$ cat config.mk
export PLATFORM = sky130hd
export DESIGN_NAME = wb_port_arbiter
export DESIGN_NICKNAME = d
export VERILOG_FILES = /design/src/rtl/wb_port_arbiter.sv
export SDC_FILE = /design/constraint.sdc
export NUM_CORES = 1
export LEC_CHECK = 0
export BUFFER_PORTS_ARGS = -buffer_cell sky130_fd_sc_hd__buf_4
export CORE_MARGIN = 3
export CORE_UTILIZATION = 38
export DETAILED_ROUTE_END_ITERATION = 6
export PLACE_DENSITY_LB_ADDON = 0.2
export SETUP_SLACK_MARGIN = 0.02
export SYNTH_ARGS = -nofsm -noshare
export SYNTH_HDL_FRONTEND = slang
export SYNTH_SLANG_ARGS = --single-unit
$ cat constraint.sdc
create_clock -name clk -period 2.2 [get_ports clk]
set_input_delay 0.66 -clock clk [delete_from_list [all_inputs] [get_ports clk]]
set_output_delay 0.66 -clock clk [all_outputs]
set_load 0.05 [all_outputs]
$ cat src/rtl/wb_port_arbiter.sv
// wb_port_arbiter
//   Shares the single register-file write port between three writeback
//   requesters (load return, link address, ALU result).  One requester is
//   granted per cycle.  Its destination and data are registered, along with
//   the MemtoReg select that steers the downstream writeback mux.
//
//   Base priority is MEM > LINK > ALU.  A per-requester age counter tracks how
//   long a valid request has gone ungranted.  Once the counter reaches
//   STARVE_LIMIT, that requester outranks every non-starved requester.
//
// Ports
//   clk, reset                      clock, synchronous active-high reset
//   mem_valid/rd/data, mem_ready    load return request / accept
//   alu_valid/rd/data, alu_ready    ALU result request / accept
//   link_valid/rd/pc4, link_ready   link (PC+4) request / accept
//   MemtoReg                        registered mux select (00 ALU, 01 MEM, 10 PC_4)
//   reg_write, write_reg            registered write enable / address
//   data_from_mem, alu_result, PC_4 registered per-source data to the mux
//   conflict_cnt                    saturating count of cycles with >=2 valids
module wb_port_arbiter #(
  parameter int STARVE_LIMIT = 4,
  parameter int CNT_W        = 16
) (
  input  logic             clk,
  input  logic             reset,
  input  logic             mem_valid,
  input  logic [4:0]       mem_rd,
  input  logic [31:0]      mem_data,
  output logic             mem_ready,
  input  logic             alu_valid,
  input  logic [4:0]       alu_rd,
  input  logic [31:0]      alu_data,
  output logic             alu_ready,
  input  logic             link_valid,
  input  logic [4:0]       link_rd,
  input  logic [31:0]      link_pc4,
  output logic             link_ready,
  output logic [1:0]       MemtoReg,
  output logic             reg_write,
  output logic [4:0]       write_reg,
  output logic [31:0]      data_from_mem,
  output logic [31:0]      alu_result,
  output logic [31:0]      PC_4,
  output logic [CNT_W-1:0] conflict_cnt
);

  localparam logic [3:0] LIMIT   = 4'(STARVE_LIMIT);
  localparam logic [1:0] SEL_ALU = 2'b00;
  localparam logic [1:0] SEL_MEM = 2'b01;
  localparam logic [1:0] SEL_PC4 = 2'b10;

  logic [3:0] age_mem, age_link, age_alu;
  logic       starve_mem, starve_link, starve_alu;
  logic       gnt_mem, gnt_link, gnt_alu;
  logic       conflict;

  // A requester only counts as starved while it is still asking.
  assign starve_mem  = mem_valid  && (age_mem  >= LIMIT);
  assign starve_link = link_valid && (age_link >= LIMIT);
  assign starve_alu  = alu_valid  && (age_alu  >= LIMIT);

  assign conflict = (mem_valid && link_valid) || (mem_valid && alu_valid) ||
                    (link_valid && alu_valid);

  // Starved requesters are considered first, in base order; then everyone.
  always_comb begin
    gnt_mem  = 1'b0;
    gnt_link = 1'b0;
    gnt_alu  = 1'b0;
    if (!reset) begin
      if (starve_mem)       gnt_mem  = 1'b1;
      else if (starve_link) gnt_link = 1'b1;
      else if (starve_alu)  gnt_alu  = 1'b1;
      else if (mem_valid)   gnt_mem  = 1'b1;
      else if (link_valid)  gnt_link = 1'b1;
      else if (alu_valid)   gnt_alu  = 1'b1;
    end
  end

  assign mem_ready  = gnt_mem;
  assign link_ready = gnt_link;
  assign alu_ready  = gnt_alu;

  function automatic logic [3:0] next_age(input logic [3:0] age,
                                          input logic valid,
                                          input logic gnt);
    if (!valid || gnt)      return 4'd0;
    else if (age == 4'hF)   return age;
    else                    return age + 4'd1;
  endfunction

  always_ff @(posedge clk) begin
    if (reset) begin
      MemtoReg      <= SEL_ALU;
      reg_write     <= 1'b0;
      write_reg     <= 5'd0;
      data_from_mem <= 32'd0;
      alu_result    <= 32'd0;
      PC_4          <= 32'd0;
      conflict_cnt  <= '0;
      age_mem       <= 4'd0;
      age_link      <= 4'd0;
      age_alu       <= 4'd0;
    end else begin
      reg_write <= 1'b0;
      // x0 writes are accepted but suppressed at the register file.
      if (gnt_mem) begin
        reg_write     <= (mem_rd != 5'd0);
        write_reg     <= mem_rd;
        MemtoReg      <= SEL_MEM;
        data_from_mem <= mem_data;
      end else if (gnt_link) begin
        reg_write <= (link_rd != 5'd0);
        write_reg <= link_rd;
        MemtoReg  <= SEL_PC4;
        PC_4      <= link_pc4;
      end else if (gnt_alu) begin
        reg_write  <= (alu_rd != 5'd0);
        write_reg  <= alu_rd;
        MemtoReg   <= SEL_ALU;
        alu_result <= alu_data;
      end

      age_mem  <= next_age(age_mem,  mem_valid,  gnt_mem);
      age_link <= next_age(age_link, link_valid, gnt_link);
      age_alu  <= next_age(age_alu,  alu_valid,  gnt_alu);

      if (conflict && (conflict_cnt != {CNT_W{1'b1}}))
        conflict_cnt <= conflict_cnt + CNT_W'(1);
    end
  end

endmodule

## Yosys cells after proc, flatten, opt, wreduce, memory -nomap -nowiden

Cells that the tools add are included.

| storage, ports and cells | value |
|---|---|
| flip-flop bits (word level) | 132 |
| bits of input ports | 116 |
| output and inout bits | 123 |
| logic and storage cells | 77 |

| cells by class | value |
|---|---|
| add/subtract/negate cells | 4 |
| order comparisons | 3 |
| equal/unequal tests | 4 |
| mux-type cells | 27 |
| bitwise gates (word level) | 2 |
| reductions and logical operators | 26 |

Operators with widths:

| operator | number |
|---|---|
| $mux W1 | 22 |
| $add A16 B1 Y16 const B | 1 |
| $ne A16 B16 Y1 const B | 1 |
| $mux W5 | 3 |
| $reduce_bool A5 Y1 | 3 |
| $add A4 B1 Y4 const B | 3 |
| $eq A4 B4 Y1 const B | 3 |
| $ge A4 B3 Y1 const B | 3 |
| $reduce_or A2 Y1 | 4 |
| $logic_and A1 B1 Y1 | 7 |
| $logic_or A1 B1 Y1 | 5 |
| $mux W2 | 2 |
| $logic_not A1 Y1 | 3 |
| $reduce_and A3 Y1 | 1 |
| $reduce_bool A3 Y1 | 1 |
| $not A1 Y1 | 2 |
| $reduce_and A2 Y1 | 1 |
| $reduce_bool A2 Y1 | 1 |

## Logic depth before layout (Yosys ltp)

Gate-level depths: netlist of the first run.

| logic depth | value |
|---|---|
| depth in word-level cells | 10 |
| depth in mapped cells | 8 |
| gate-level depth less buffers | 6 |

## Least setup slack after synthesis of the first run

No wires, ideal clock.

| timing path | value |
|---|---|
| path type | in2out |
| from | in reset |
| to | out link_ready |
| arrival time | 1.909 ns |
| path slack | -0.369 ns |
| stages on the path | 5 |
| path through | buf_2 > nor3b_1 > a32o_2 > buf_6 > clkbuf_1 |

| between the ends | value |
|---|---|
| word-level cells in the longest chain between the ends | 1 |

RTL lines:

| what | RTL line | text |
|---|---|---|
| start: declaration | 25 | `input logic reset,` |
| $mux W1 | 70 | `if (!reset) begin` |
| end: declaration | 37 | `output logic link_ready,` |

No other way between the ends.

## Final worst setup path of the first run

| timing path | value |
|---|---|
| from | reg age_alu[2] |
| to | out alu_ready |

| between the ends | value |
|---|---|
| word-level cells in the longest chain between the ends | 6 |

RTL lines:

| what | RTL line | text |
|---|---|---|
| start: declaration | 52 | `logic [3:0] age_mem, age_link, age_alu;` |
| start signal: assignment | 126 | `age_alu <= next_age(age_alu, alu_valid, gnt_alu);` |
| $ge A4 B3 Y1 | 60 | `assign starve_alu = alu_valid && (age_alu >= LIMIT);` |
| $logic_and A1 B1 Y1 | 60 |  |
| $mux W1 | 73 | `else if (starve_alu) gnt_alu = 1'b1;` |
| $mux W1 | 72 | `else if (starve_link) gnt_link = 1'b1;` |
| $mux W1 | 71 | `if (starve_mem) gnt_mem = 1'b1;` |
| $mux W1 | 70 |  |
| end: declaration | 33 | `output logic alu_ready,` |

No other way between the ends.

==> results of run 1 <==
[synthesized netlist by cell type, types with 2 or more instances]
master | count | share of area
sky130_fd_sc_hd__buf_2 | 8 | 0.0079
sky130_fd_sc_hd__a21oi_1 | 34 | 0.034
sky130_fd_sc_hd__a31oi_1 | 2 | 0.0025
sky130_fd_sc_hd__clkbuf_1 | 24 | 0.018
sky130_fd_sc_hd__a22oi_1 | 5 | 0.0074
sky130_fd_sc_hd__or4_1 | 3 | 0.0045
sky130_fd_sc_hd__nand2b_1 | 33 | 0.041
sky130_fd_sc_hd__and2_1 | 2 | 0.0025
sky130_fd_sc_hd__nand3_1 | 9 | 0.0089
sky130_fd_sc_hd__dfxtp_1 | 132 | 0.52
sky130_fd_sc_hd__nor3_1 | 10 | 0.0099
sky130_fd_sc_hd__nand4_1 | 4 | 0.0050
sky130_fd_sc_hd__a22o_1 | 32 | 0.056
sky130_fd_sc_hd__and4_1 | 3 | 0.0052
sky130_fd_sc_hd__mux2i_1 | 4 | 0.0079
sky130_fd_sc_hd__inv_1 | 2 | 0.0015
sky130_fd_sc_hd__o2111ai_1 | 2 | 0.0035
sky130_fd_sc_hd__xnor2_1 | 12 | 0.021
sky130_fd_sc_hd__o211ai_1 | 2 | 0.0030
sky130_fd_sc_hd__o21ai_1 | 2 | 0.0020
sky130_fd_sc_hd__o21ai_2 | 6 | 0.010
sky130_fd_sc_hd__ha_1 | 4 | 0.0099
sky130_fd_sc_hd__xor2_1 | 5 | 0.0087
sky130_fd_sc_hd__a211o_1 | 2 | 0.0035
sky130_fd_sc_hd__a211oi_1 | 2 | 0.0030
sky130_fd_sc_hd__nor2_1 | 35 | 0.026
sky130_fd_sc_hd__a221oi_2 | 5 | 0.015
sky130_fd_sc_hd__and3_1 | 2 | 0.0025
sky130_fd_sc_hd__nor2b_1 | 3 | 0.0037
sky130_fd_sc_hd__nor3b_1 | 3 | 0.0045
sky130_fd_sc_hd__o21ai_0 | 37 | 0.037
sky130_fd_sc_hd__nand2_1 | 108 | 0.080
sky130_fd_sc_hd__nor4_1 | 2 | 0.0025
[area by class of cell]
| cell class | count | area, µm² |
|---|---|---|
| multi-input combinational | 385 | 2270 |
| clock buffer | 22 | 494 |
| clock inverter | 9 | 125 |
| inverter | 2 | 7.51 |
| sequential | 132 | 2650 |
| tap | 172 | 215 |
| fill | 1094 | 5040 |
| timing repair buffer | 256 | 1970 |
[placed cells by master (no fill, tap or decap), types with 4 or more instances in the layout]
cell type                     n
sky130_fd_sc_hd__nor2_1      34
sky130_fd_sc_hd__buf_4      251
sky130_fd_sc_hd__a21oi_1     34
sky130_fd_sc_hd__clkbuf_16   17
sky130_fd_sc_hd__xnor2_1     12
sky130_fd_sc_hd__o21ai_2      7
sky130_fd_sc_hd__dfxtp_2      5
sky130_fd_sc_hd__nor3_1      10
sky130_fd_sc_hd__a22o_1      32
sky130_fd_sc_hd__clkbuf_8     5
sky130_fd_sc_hd__nand2_1    108
sky130_fd_sc_hd__dfxtp_1    126
sky130_fd_sc_hd__a22oi_1      5
sky130_fd_sc_hd__xor2_1       5
sky130_fd_sc_hd__o21ai_0     37
sky130_fd_sc_hd__ha_1         4
sky130_fd_sc_hd__a221oi_2     5
sky130_fd_sc_hd__clkinv_2     4
sky130_fd_sc_hd__mux2i_1      4
sky130_fd_sc_hd__nand3_1      9
sky130_fd_sc_hd__nand4_1      4
sky130_fd_sc_hd__nand2b_1    33
[power by group]
group / internal, mW / switching [mW]
clock network: 1.92 / 1.00
logic: 0.368 / 0.576
registers: 2.49 / 0.0649
[through the flow]
step | instance area [µm²] | TNS (ns)
floorplan | 5050 | -0.00372
global placement | 7040 | -0.0506
detailed placement | 7040 | -0.804
CTS | 7710 | 0
global route | 7730 | 0
finish | 7730 | 0
[cell families (layout without fill, tap and decap cells)]
family,count (synthesis),count (layout),synth area share
flops,132,132,0.524
fa+ha+maj,5,5,0.0119
other cells,1,1,0.000744
compound gates,135,135,0.185
mux,4,4,0.00794
buf+inv,38,289,0.0358
simple gates,223,223,0.205
xor+xnor,17,17,0.0295
[what timing repair did]
item | 4_1_cts | 5_1_grt
buffers inserted | 1 | 0
pin swaps | 1 | 2
resized for setup | 13 | 7
setup endpoints to repair | 2 | 3
endpoints found under the hold margin | 0 | 0
hold buffers | 0 | 0
[layer usage]
| layer | track usage | up-vias |
|---|---|---|
| met5 | 0 | - |
| met4 | 0.0847 | 0 |
| met3 | 0.0629 | 25 |
| met2 | 0.341 | 182 |
| met1 | 0.246 | 2266 |
| li1 | - | 2387 |
[critical path, delay by kind of cell (launching register included)]
kind	cells	cell delay [ns]
flip-flops	1	0.35
buffers and inverters	2	0.26
AND/OR/NAND/NOR	1	0.25
AO/OA/AOI/OAI	1	0.22
[worst max-delay path by stage]
| stage | to | slack [ns] | cells after the start |
|---|---|---|---|
| 2_1_floorplan | link_ready | -0.004 | 5 |
| 3_3_place_gp | mem_ready | -0.05 | 5 |
| 3_5_place_dp | write_reg[1] | -0.15 | 7 |
| 4_1_cts | mem_ready | 0.007 | 4 |
| 5_1_grt | alu_ready | 0.003 | 4 |
| 6_report | alu_ready | 0.06 | 4 |
==> results by stage, run 1 <==
Die:
- The die covers around 15000 µm².
- The initialized floorplan defines 41 standard-cell rows.
- The number of top-level pins is around 240.
- The placeable core area is around 13000 µm².
- The starting density of the core is 0.395.
- The die is between 100 and 150 µm wide.
- From bottom edge to top edge, the die measures roughly 120 µm.

Cells and area:
- The final core utilization is 0.605.
- The post-synthesis to final-layout area growth is 53.4%.
- The largest registers in the layout are PC_4 (32), alu_result (32), data_from_mem (32).
- The share of post-route cells with drive strength above 1 is 0.390.
- The repair_antennas step left the layout with diodes totalling 0.
- Excluding fillers, the count of instances in the completed layout stands at 978.
- The net count of the finished layout is around 900.

Logic synthesis:
- Summing every instance area after synthesis gives 5040 µm².
- Among all flip-flop cells after synthesis, the most frequent one is sky130_fd_sc_hd__dfxtp_1.
- The total of warnings raised by yosys is 0.
- Counting every net in the synthesized netlist gives approximately 680.
- In the synthesized netlist the async set-or-reset flop fraction comes to 0.
- The cell count after synthesis is roughly 560.
- In this run, synthesis inferred 0 flip-flops with an integrated enable.
- Dividing the synthesized area by the synthesized cell count gives roughly 9.1 µm².
- Synthesis instantiated 49 different standard cells from the library.
- In this run, synthesis produced a sequential element count of 132.
- The proportion of synthesized chip area in sequential cells is 0.524.

Placement:
- Routability-driven placement finished with a final weighted congestion of 0.839.
- OpenSTA, run right after detailed placement, puts the worst setup slack at -0.148 ns.
- Buffers placed on the I/O ports in this run total 238.
- The number of placed instances, taps included, is approximately 950.
- The wire-length estimate of the detail-placed layout is about 11 mm.

Timing:
- For the final database, setup skew stands at 0.00583 ns.
- Setup violations remaining at the end of the flow were counted as 0.
- The post-route clock period utilization is 0.975.
- In the post-route analysis, the smallest setup slack over all paths is between 0.05 and 0.06 ns.
- Static timing analysis puts the maximum clock frequency at 0.466 GHz.
- After layout, the minimum clock period comes to approximately 2.1 ns.
- The worst hold margin is 0.442 ns.
- The total count of max-transition violations in the final report is 0.
- Setup repair after global routing could not meet its margin everywhere.
- The hold violation total from the final report is 0.

Critical path:
- The startpoint identified for the worst register-to-register timing path is conflict_cnt[0].
- The endpoint identified for the worst register-to-register timing path is conflict_cnt[1].
- The cell with the biggest individual delay on the critical path is sky130_fd_sc_hd__dfxtp_4.
- The critical path data arrival time is roughly 1.5 ns.
- The largest incremental delay on the critical path is around 0.35 ns.
- The type of the setup path with the least slack is reg -> out.
- The required time of the critical path is 1.54 ns.
- Walking the worst path, the cells encountered are or2_4, o2111ai_4, inv_2, buf_8.
- The depth of the most critical reg-to-reg path is 6.
- The reg-to-reg setup timing slack is between 0.2 and 0.25 ns.
- The worst setup path is launched from a flip-flop.
- The source of the critical timing path is age_alu[2].
- The type of destination of the critical path is an output pin.
- The largest fanout on the critical path is 3.

Min path:
- In this run the worst hold path is classified as in -> reg.
- The startpoint identified for the worst hold timing path is link_pc4[13].
- Counting instances, the worst hold path has a depth of 3.
- The endpoint of the worst hold path is PC_4[13].

CTS:
- The root buffer cell chosen for the clock tree is sky130_fd_sc_hd__clkbuf_16.
- After clock tree synthesis, the clock-pin slew on the worst setup and hold paths is ~0.050 ns.
- In this run the number of H-tree levels came out at 4.
- The number of buffers inserted during clock tree synthesis is 17.
- The maximum clock path buffer count is 2.
- The insertion delay to the later sink of the worst-skew pair is 0.41 ns.
- The total number of clock tree sinks is between 100 and 150.
- The CTS tree is built.

Power and ir drop:
- Total power for the finished layout comes to between 6 and 7 mW.
- The largest vdd supply drop is 0.549 mV.
- The static leakage is about 3.3 nW.
- The total power density per cell area is approximately 830 nW/µm².

Global route:
- Summed over all layers, the global routing overflow is 0.
- Entering global routing, the biggest net connects between 40 and 50 pins.
- The number of antenna violations at the first check in global routing is 0.
- The via count of the first global-routing pass is about 4800.
- The first global-routing pass estimated about 24 mm of wire.
- For this run, the total global-route usage over all layers was measured as 0.205.

Flow run:
- Max-cap violations in this run came to 0.

Routing:
- The met2 wirelength from detailed routing is about 7.3 mm.
- The detailed-routing iteration count for the pre-antenna-repair pass is 4.
- In the final routed layout, each cell accounts on average for roughly 15 µm.
- In this run the top signal layer used is met4.
- The count of routing violations after the opening detailed-route iteration is 288.
- The detailed-route vias per instance is 4.97.
- The routed length on met3 is around 1.1 mm.
- The count of nets left with antenna violations once routing finished came out at 0.
- The total wire length is between 15 and 20 mm.
- Across all layers, the routed design uses about 4900 vias.
- The detailed-routing wirelength on met1 is about 6.3 mm.
- The DRC violation count after routing is 0.

Outcome:
- The run finished with clean final reports.
Note: power is estimated with default switching activity, not from simulation.
==> run 2, diff against run 1 <==
--- a/config.mk
+++ b/config.mk
@@ -6,11 +6,12 @@
 export NUM_CORES = 1
 export LEC_CHECK = 0
 export BUFFER_PORTS_ARGS = -buffer_cell sky130_fd_sc_hd__buf_4
+export CORE_ASPECT_RATIO = 0.8
 export CORE_MARGIN = 3
 export CORE_UTILIZATION = 38
 export DETAILED_ROUTE_END_ITERATION = 6
 export PLACE_DENSITY_LB_ADDON = 0.2
-export SETUP_SLACK_MARGIN = 0.02
+export SETUP_SLACK_MARGIN = 0.5
 export SYNTH_ARGS = -nofsm -noshare
 export SYNTH_HDL_FRONTEND = slang
 export SYNTH_SLANG_ARGS = --single-unit
==> run 2 against run 1 <==
- die area is essentially flat
- clock skew barely moved
- design area increased by 3.3%
- first-iteration DRC count is 29% lower
- final cell count increased by 0.82%
- sequential power about the same
- flip-flop and latch count stayed put
- largest power group unchanged
==> results by stage, run 2 (synthesis results as in run 1) <==
Outcome:
- The flow ran to the end, and the final reports show no timing, DRC or antenna violations.

Cells and area:
- The largest registers in the layout are PC_4 (32), alu_result (32), data_from_mem (32).
- The library cell used most frequently in the layout, excluding fill and tap cells, is sky130_fd_sc_hd__buf_4.
- The filler cells instantiated in the layout total between 1000 and 1500.
- The final antenna diode count is 0.
- The finished layout cell area is roughly 8000 µm².
- The library cells used most frequently in the layout, excluding fill and tap cells, are sky130_fd_sc_hd__buf_4 (247), sky130_fd_sc_hd__dfxtp_1 (113), sky130_fd_sc_hd__nand2_1 (108), sky130_fd_sc_hd__o21ai_0 (36), sky130_fd_sc_hd__a21oi_1 (34).
- Leaving out filler cells and counting taps, the final layout contains around 1000.
- The sequential standard cell area is between 2000 and 3000 µm².
- The area of combinational cells with multiple inputs is about 2300 µm².
- The final core utilization is 0.636.
- Of the cells placed in the final design, the portion with a size suffix greater than 1 is 0.429.
- The final layout contains 923 nets.
- The area growth from synthesis to layout is 58.5%.

Global route:
- The global router's overall resource usage is 0.193.
- The largest net degree at the start of global routing is 67.
- The number of antenna violations at the first check in global routing came to 0.
- The global-route congestion overflow total is 0.
- The wire length of the first global-routing pass is roughly 23 mm.
- The via count of the first global-routing pass is roughly 4700.

Power and ir drop:
- The internal power is 4.75 mW.
- The total power density per cell area is 808 nW/µm².
- The analysis attributes to net switching a power of 1.71 mW.
- In this run the static leakage power is 3.42 nW.
- The switching fraction of total power is 0.264.
- IR analysis of the VDD net gives a maximum drop of 0.568 mV.
- Of the total power, combinational logic draws 0.151.
- The register share of total power is 0.396.
- The share of total power dissipated in the clock network is 0.453.

Critical path:
- Walking the worst path, the cells encountered are or2_4, o2111ai_4, inv_2, buf_8.
- The setup check on the worst reg-to-reg path leaves a slack of roughly 0.23 ns.
- The type of destination of the critical path is an output pin.
- The startpoint kind of the worst setup timing path is a flip-flop.
- The capture point of the critical path is alu_ready.
- Data on the critical path is required at its endpoint by about 1.5 ns.
- The source of the critical timing path is age_alu[3].
- The largest fanout on the critical path is 3.
- The kind of cell adding the most delay to the critical path is flip-flops.
- The cell with the biggest individual delay on the critical path is sky130_fd_sc_hd__dfxtp_4.
- The origin of the critical flop-to-flop path is age_link[2].
- For this run, the slowest stage of the critical path takes around 0.35 ns.
- The critical path runs through a total of 4 cells.
- The end of the worst register-to-register path is write_reg[1].
- The type of the setup path with the least slack is reg -> out.
- The number of cells on the worst reg-to-reg path is 8.
- The number of buffers and inverters on the critical path is 2.
- The critical path data arrival time is approximately 1.5 ns.

Routing:
- The detailed router placed 4860 vias in this run.
- The detailed-route vias per instance is a little under 5.
- The DRC violation count after routing is 0.
- The routed length per placed instance is between 15 and 20 µm.
- The detailed-routing iteration count for the pre-antenna-repair pass is 4.
- For this block, the initial DRC count from the detailed router was slightly above 200.
- Summed over all layers, the routed wires come to between 15 and 20 mm.
- The count of nets left with antenna violations once routing finished came out at 0.

Die:
- The number of placement rows is 36.
- The die footprint is 14700 µm².
- The vertical die dimension is approximately 110 µm.
- In this run the standard cell core region covers 12600 µm².
- The starting density of the core is 0.401.
- The number of top-level pins is around 240.
- The horizontal die dimension is 135 µm.

Timing:
- Of the available clock period, the critical path in the final layout requires 0.964.
- The clock tree skew after final layout is roughly 0.0054 ns.
- The hold violation total from the final report is 0.
- Timing would allow up to approximately 0.47 GHz.
- The total count of max-transition violations in the final report is 0.
- Setup violations remaining at the end of the flow were counted as 0.
- After layout, the minimum clock period comes to around 2.1 ns.
- The total negative slack for setup checks is 0 ns.
- Setup repair after global routing could not meet its margin everywhere.

CTS:
- For the worst-skew pair, the clock arrives at the later sink with an insertion delay of between 0.4 and 0.5 ns.
- TritonCTS built the clock tree.
- The root buffer cell is sky130_fd_sc_hd__clkbuf_16.
- The total number of clock tree sinks is approximately 130.
- The level count of the clock H-tree is 4.
- After clock tree synthesis, the flow added hold-fix buffers numbering 0.
- No sink is reached through more buffers than the 2 on the longest clock path.
- Counting the buffers created by CTS gives 17.
- Clock-pin slew was measured on the worst setup and hold paths at 0.06 ns.

Min path:
- Along the worst hold path, the cell count comes to 3.
- The startpoint identified for the worst hold timing path is link_pc4[5].
- The classification of the worst-slack hold path is in -> reg.

Flow run:
- Across the run, the number of max-cap violations was 0.

Placement:
- Detailed placement finished with a half-perimeter wire length of roughly 11 mm.
- Once placement completed, the tool counted placed cells totaling 939.
- Input and output buffers added on the ports amount to 238.
- In this run the cell area measured after placement is between 7000 and 8000 µm².
- Routability-driven placement finished with a final weighted congestion of 0.812.
-- run 2: routing by layer --
| metal | routed length (µm) | GRT usage | vias to the layer above |
|---|---|---|---|
| met4 | 327 | 0.0749 | 0 |
| met3 | 1300 | 0.0664 | 21 |
| met1 | 6550 | 0.236 | 2226 |
| met2 | 7270 | 0.314 | 198 |
| li1 | - | - | 2415 |
| met5 | 0 | 0 | - |
-- run 2: power by group through the flow --
stage                     clock network [mW]  registers (mW)  logic, mW
after floorplan                            0            2.93      0.230
after global placement                     0            2.61      0.923
after detailed placement                   0            2.61      0.936
after CTS                               2.99            2.56      0.949
after global routing                    3.10            2.57       1.03
final                                   2.93            2.56      0.973
-- run 2: through the flow --
step                hold slack [ns]  power, mW  worst slack [ns]
finish                        0.445       6.46            0.0792
CTS                           0.432       6.49            0.0444
global placement              0.444       3.53            0.0439
global route                  0.438       6.69            0.0266
detailed placement            0.452       3.54          -0.00665
floorplan                     0.465       3.16             0.157
-- run 2: worst min path at each step --
stage	endpoint	slack, ns
final	PC_4[5]	0.45
after global routing	PC_4[5]	0.44
after detailed placement	alu_result[6]	0.45
after CTS	PC_4[5]	0.43
after global placement	alu_result[10]	0.44
after floorplan	age_mem[1]	0.46
-- run 2: cell type report --
class | count | area share
clock inverters | 11 | 0.0188
well taps | 171 | 0.0268
flip-flops and latches | 132 | 0.336
clock buffers | 20 | 0.0584
inverters | 2 | 0.000940
repair buffers | 265 | 0.269
multi-input cells | 385 | 0.290
-- run 2: repair_timing --
action	4_1_cts	5_1_grt
gates cloned	0	4
gates resized for setup	23	20
buffers inserted	8	4
endpoints found under the setup margin	36	30
pin swaps	7	8
-- run 2: worst min-delay path: cells and delay by family --
kind	cells	cell delay (ns)
buffers and inverters	1	0.08
and+or+nand+nor	1	0.03
AOI/OAI and AO/OA	1	0.05
==> run 3, diff against run 2 <==
==> constraint.sdc (replaced) <==
create_clock -name clk -period 2.1 [get_ports clk]
set_input_delay 0.63 -clock clk [delete_from_list [all_inputs] [get_ports clk]]
set_output_delay 0.63 -clock clk [all_outputs]
set_load 0.05 [all_outputs]
==> run 3 against run 2 <==
- design area up 9.0%
- non-clock buffer count is 3 higher
- critical path depth is the same
- global-route usage up 1.2 points
- first-iteration DRC count grew 40%
- count of clock-buffer cells in the layout decreased by 1
- critical path type unchanged
- highest routed layer unchanged
- sequential power is 5% higher
- setup slack got worse by 0.059 ns
==> results by stage, run 3 (synthesis results as in run 1) <==
Critical path:
- The critical path data arrival time is 1.45 ns.
- The type of the setup path with the least slack is reg -> out.
- The required time of the critical path is roughly 1.5 ns.
- Along the worst path, the maximum fanout reaches 6.
- On the critical path, the stage with the largest delay is an instance of sky130_fd_sc_hd__dfxtp_2.
- The signal on the critical path passes through or2_4, o2111ai_4, inv_2, buf_8.
- For this run, the slowest stage of the critical path takes 0.34 ns.
- The kind of cell adding the most delay to the critical path is flip-flops.
- The worst setup path is launched from a flip-flop.
- The number of buffers and inverters on the critical path is 2.
- STA classifies the critical path endpoint as an output pin.

Cells and area:
- Fill cells in the final layout number 954.
- Of the cells placed in the final design, the portion with a size suffix greater than 1 is 0.544.
- The area of combinational cells with multiple inputs is ~2600 µm².
- The sequential standard cell area is roughly 2800 µm².
- Leaving out fill and tap cells, the most frequent cells in the layout are sky130_fd_sc_hd__buf_4 (146), sky130_fd_sc_hd__buf_6 (105), sky130_fd_sc_hd__nand2_1 (83), sky130_fd_sc_hd__dfxtp_1 (67), sky130_fd_sc_hd__dfxtp_2 (51).
- The library cell used most frequently in the layout, excluding fill and tap cells, is sky130_fd_sc_hd__buf_4.
- At the end of the flow the core is filled with cells to 0.693.
- The final layout contains a little over 900 nets.
- The final antenna diode count is 0.
- The area growth from synthesis to layout is 72.8%.
- The finished cells cover just under 9000 µm².
- The largest registers in the layout are PC_4 (32), alu_result (32), data_from_mem (32).

CTS:
- The clock transition time at the flip-flop clock pins of the worst setup and hold paths is about 0.06 ns.
- TritonCTS built the clock tree.
- For this design, the sink count on the clock tree is ~130.
- The number of buffers inserted during clock tree synthesis is 17.
- The insertion delay to the later sink of the worst-skew pair is about 0.4 ns.
- The H-tree was split into 4 levels.
- The longest clock path from root to sink contains 2 buffers.
- The root buffer cell is sky130_fd_sc_hd__clkbuf_16.

Timing:
- Setup repair after global routing could not meet its margin everywhere.
- The clock tree skew after final layout is 0.0138 ns.
- The post-route clock period utilization is 0.990.
- Derived from the worst setup path, the maximum achievable clock frequency is approximately 0.48 GHz.
- The clock period minus worst slack is 2.08 ns.
- The total count of max-transition violations in the final report came to 0.
- Setup violations remaining at the end of the flow were counted as 0.
- The hold violation total from the final report is 0.

Die:
- During I/O placement, the number of pins put on the boundary was between 200 and 250.
- The die is approximately 110 µm tall.
- In this run the standard cell core region covers 12600 µm².
- The die footprint is around 15000 µm².
- The starting density of the core is 0.401.
- The number of placement rows is 36.
- The horizontal die dimension is about 130 µm.

Global route:
- The wire length of the first global-routing pass is between 20 and 25 mm.
- Across every metal layer, demand over resource in global routing totals 0.205.
- The number of antenna violations at the first check in global routing is 0.
- The largest net degree at the start of global routing is between 60 and 70.
- The global-route congestion overflow total is 0.
- The via count of the first global-routing pass is 4681.

Power and ir drop:
- The analysis attributes to cell leakage a power of 3.70 nW.
- The total power density per cell area is 780 nW/µm².
- IR analysis of the VDD net gives a maximum drop of 0.532 mV.

Routing:
- The count of nets left with antenna violations once routing finished came out at 0.
- The routed length on met3 is ~1.4 mm.
- For this run, the detailed router's first-pass iteration total came to 6.
- After detailed routing, the number of remaining DRC violations is 0.
- The detailed router put a total of 6.59 mm of wire on met1.
- For this block, the routed nets add up to 16.3 mm of wire.
- The met2 wirelength from detailed routing is between 7 and 8 mm.
- The highest layer touched by signal routing is met4.
- In the routed layout, each cell is associated on average with a via count of around 5.0.
- The routed length per placed instance is around 16 µm.
- After the first detailed-routing iteration, the DRC count stood at 288.
- Detailed routing inserted a total of 4983 vias.

Placement:
- The number of port buffers is roughly 240.
- The sum of net half-perimeters after detailed placement is ~11 mm.
- In this run the cell area measured after placement is 7110 µm².
- At the end of routability-driven placement, the weighted congestion stood at approximately 0.80.

Flow run:
- Max-cap violations in this run came to 0.

Min path:
- The classification of the worst-slack hold path is in -> reg.

Outcome:
- The run finished with clean final reports.
==> run 3: cell types whose count changed in the layout (fill, tap and decap cells not counted), moves of 25 or more <==
cell	change
sky130_fd_sc_hd__buf_6	+96
sky130_fd_sc_hd__dfxtp_1	-46
sky130_fd_sc_hd__nand2_1	-25
sky130_fd_sc_hd__dfxtp_2	+38
sky130_fd_sc_hd__o21ai_0	-30
sky130_fd_sc_hd__buf_4	-101
==> run 3: final timing paths <==
check / startpoint / end / slack [ns] / depth (start not counted)
worst max-delay path: age_alu[3] / alu_ready / 0.02 / 4
worst min-delay path: link_pc4[10] / PC_4[10] / 0.42 / 3
worst max register to register: age_link[2] / write_reg[2] / 0.30 / 6
worst min register to register: alu_result[3] / alu_result[3] / 0.45 / 2
==> run 3: worst min-delay path, stage by stage <==
cell and delay, ns:
sky130_fd_sc_hd__buf_4 0.08, sky130_fd_sc_hd__nand2_1 0.03, sky130_fd_sc_hd__o21ai_0 0.05
==> run 3: report_power, final <==
part / switching, mW / total [mW] / leakage, nW / internal, mW
Combinational: 0.647 / 1.12 / 2.30 / 0.478
Sequential: 0.0869 / 2.70 / 1.11 / 2.61
Clock: 1.15 / 2.97 / 0.294 / 1.83
==> run 3: layout make-up <==
cell class	count	area share
Sequential cell	132	0.317
Inverter	2	0.000862
Clock buffer	19	0.0520
Clock inverter	13	0.0170
Tap cell	171	0.0246
Multi-Input combinational cell	386	0.294
Timing Repair Buffer	268	0.295
==> run 3: per-stage QoR <==
step / instances / setup TNS, ns / hold WS (ns) / power (mW) / worst slack (ns)
6_report: 991 / 0 / 0.416 / 6.79 / 0.0201
3_5_place_dp: 945 / -0.552 / 0.448 / 3.73 / -0.110
4_1_cts: 982 / -0.00985 / 0.390 / 6.76 / -0.00767
3_3_place_gp: 945 / -0.136 / 0.443 / 3.71 / -0.0278
5_1_grt: 991 / -0.123 / 0.404 / 7.05 / -0.0674
2_1_floorplan: 555 / 0 / 0.465 / 3.32 / 0.117
==> run 3: timing repair <==
| action | in CTS | in global routing |
|---|---|---|
| pin swaps | 4 | 12 |
| resized for setup | 108 | 191 |
| setup endpoints to repair | 143 | 208 |
| gates cloned | 1 | 2 |
| hold buffers | 0 | 0 |
| setup buffers | 4 | 7 |
==> run 3: layer usage <==
metal / global-route usage / up-vias
met5: 0 / -
met4: 0.0770 / 0
li1: - / 2434
met1: 0.248 / 2320
met3: 0.0798 / 22
met2: 0.332 / 207
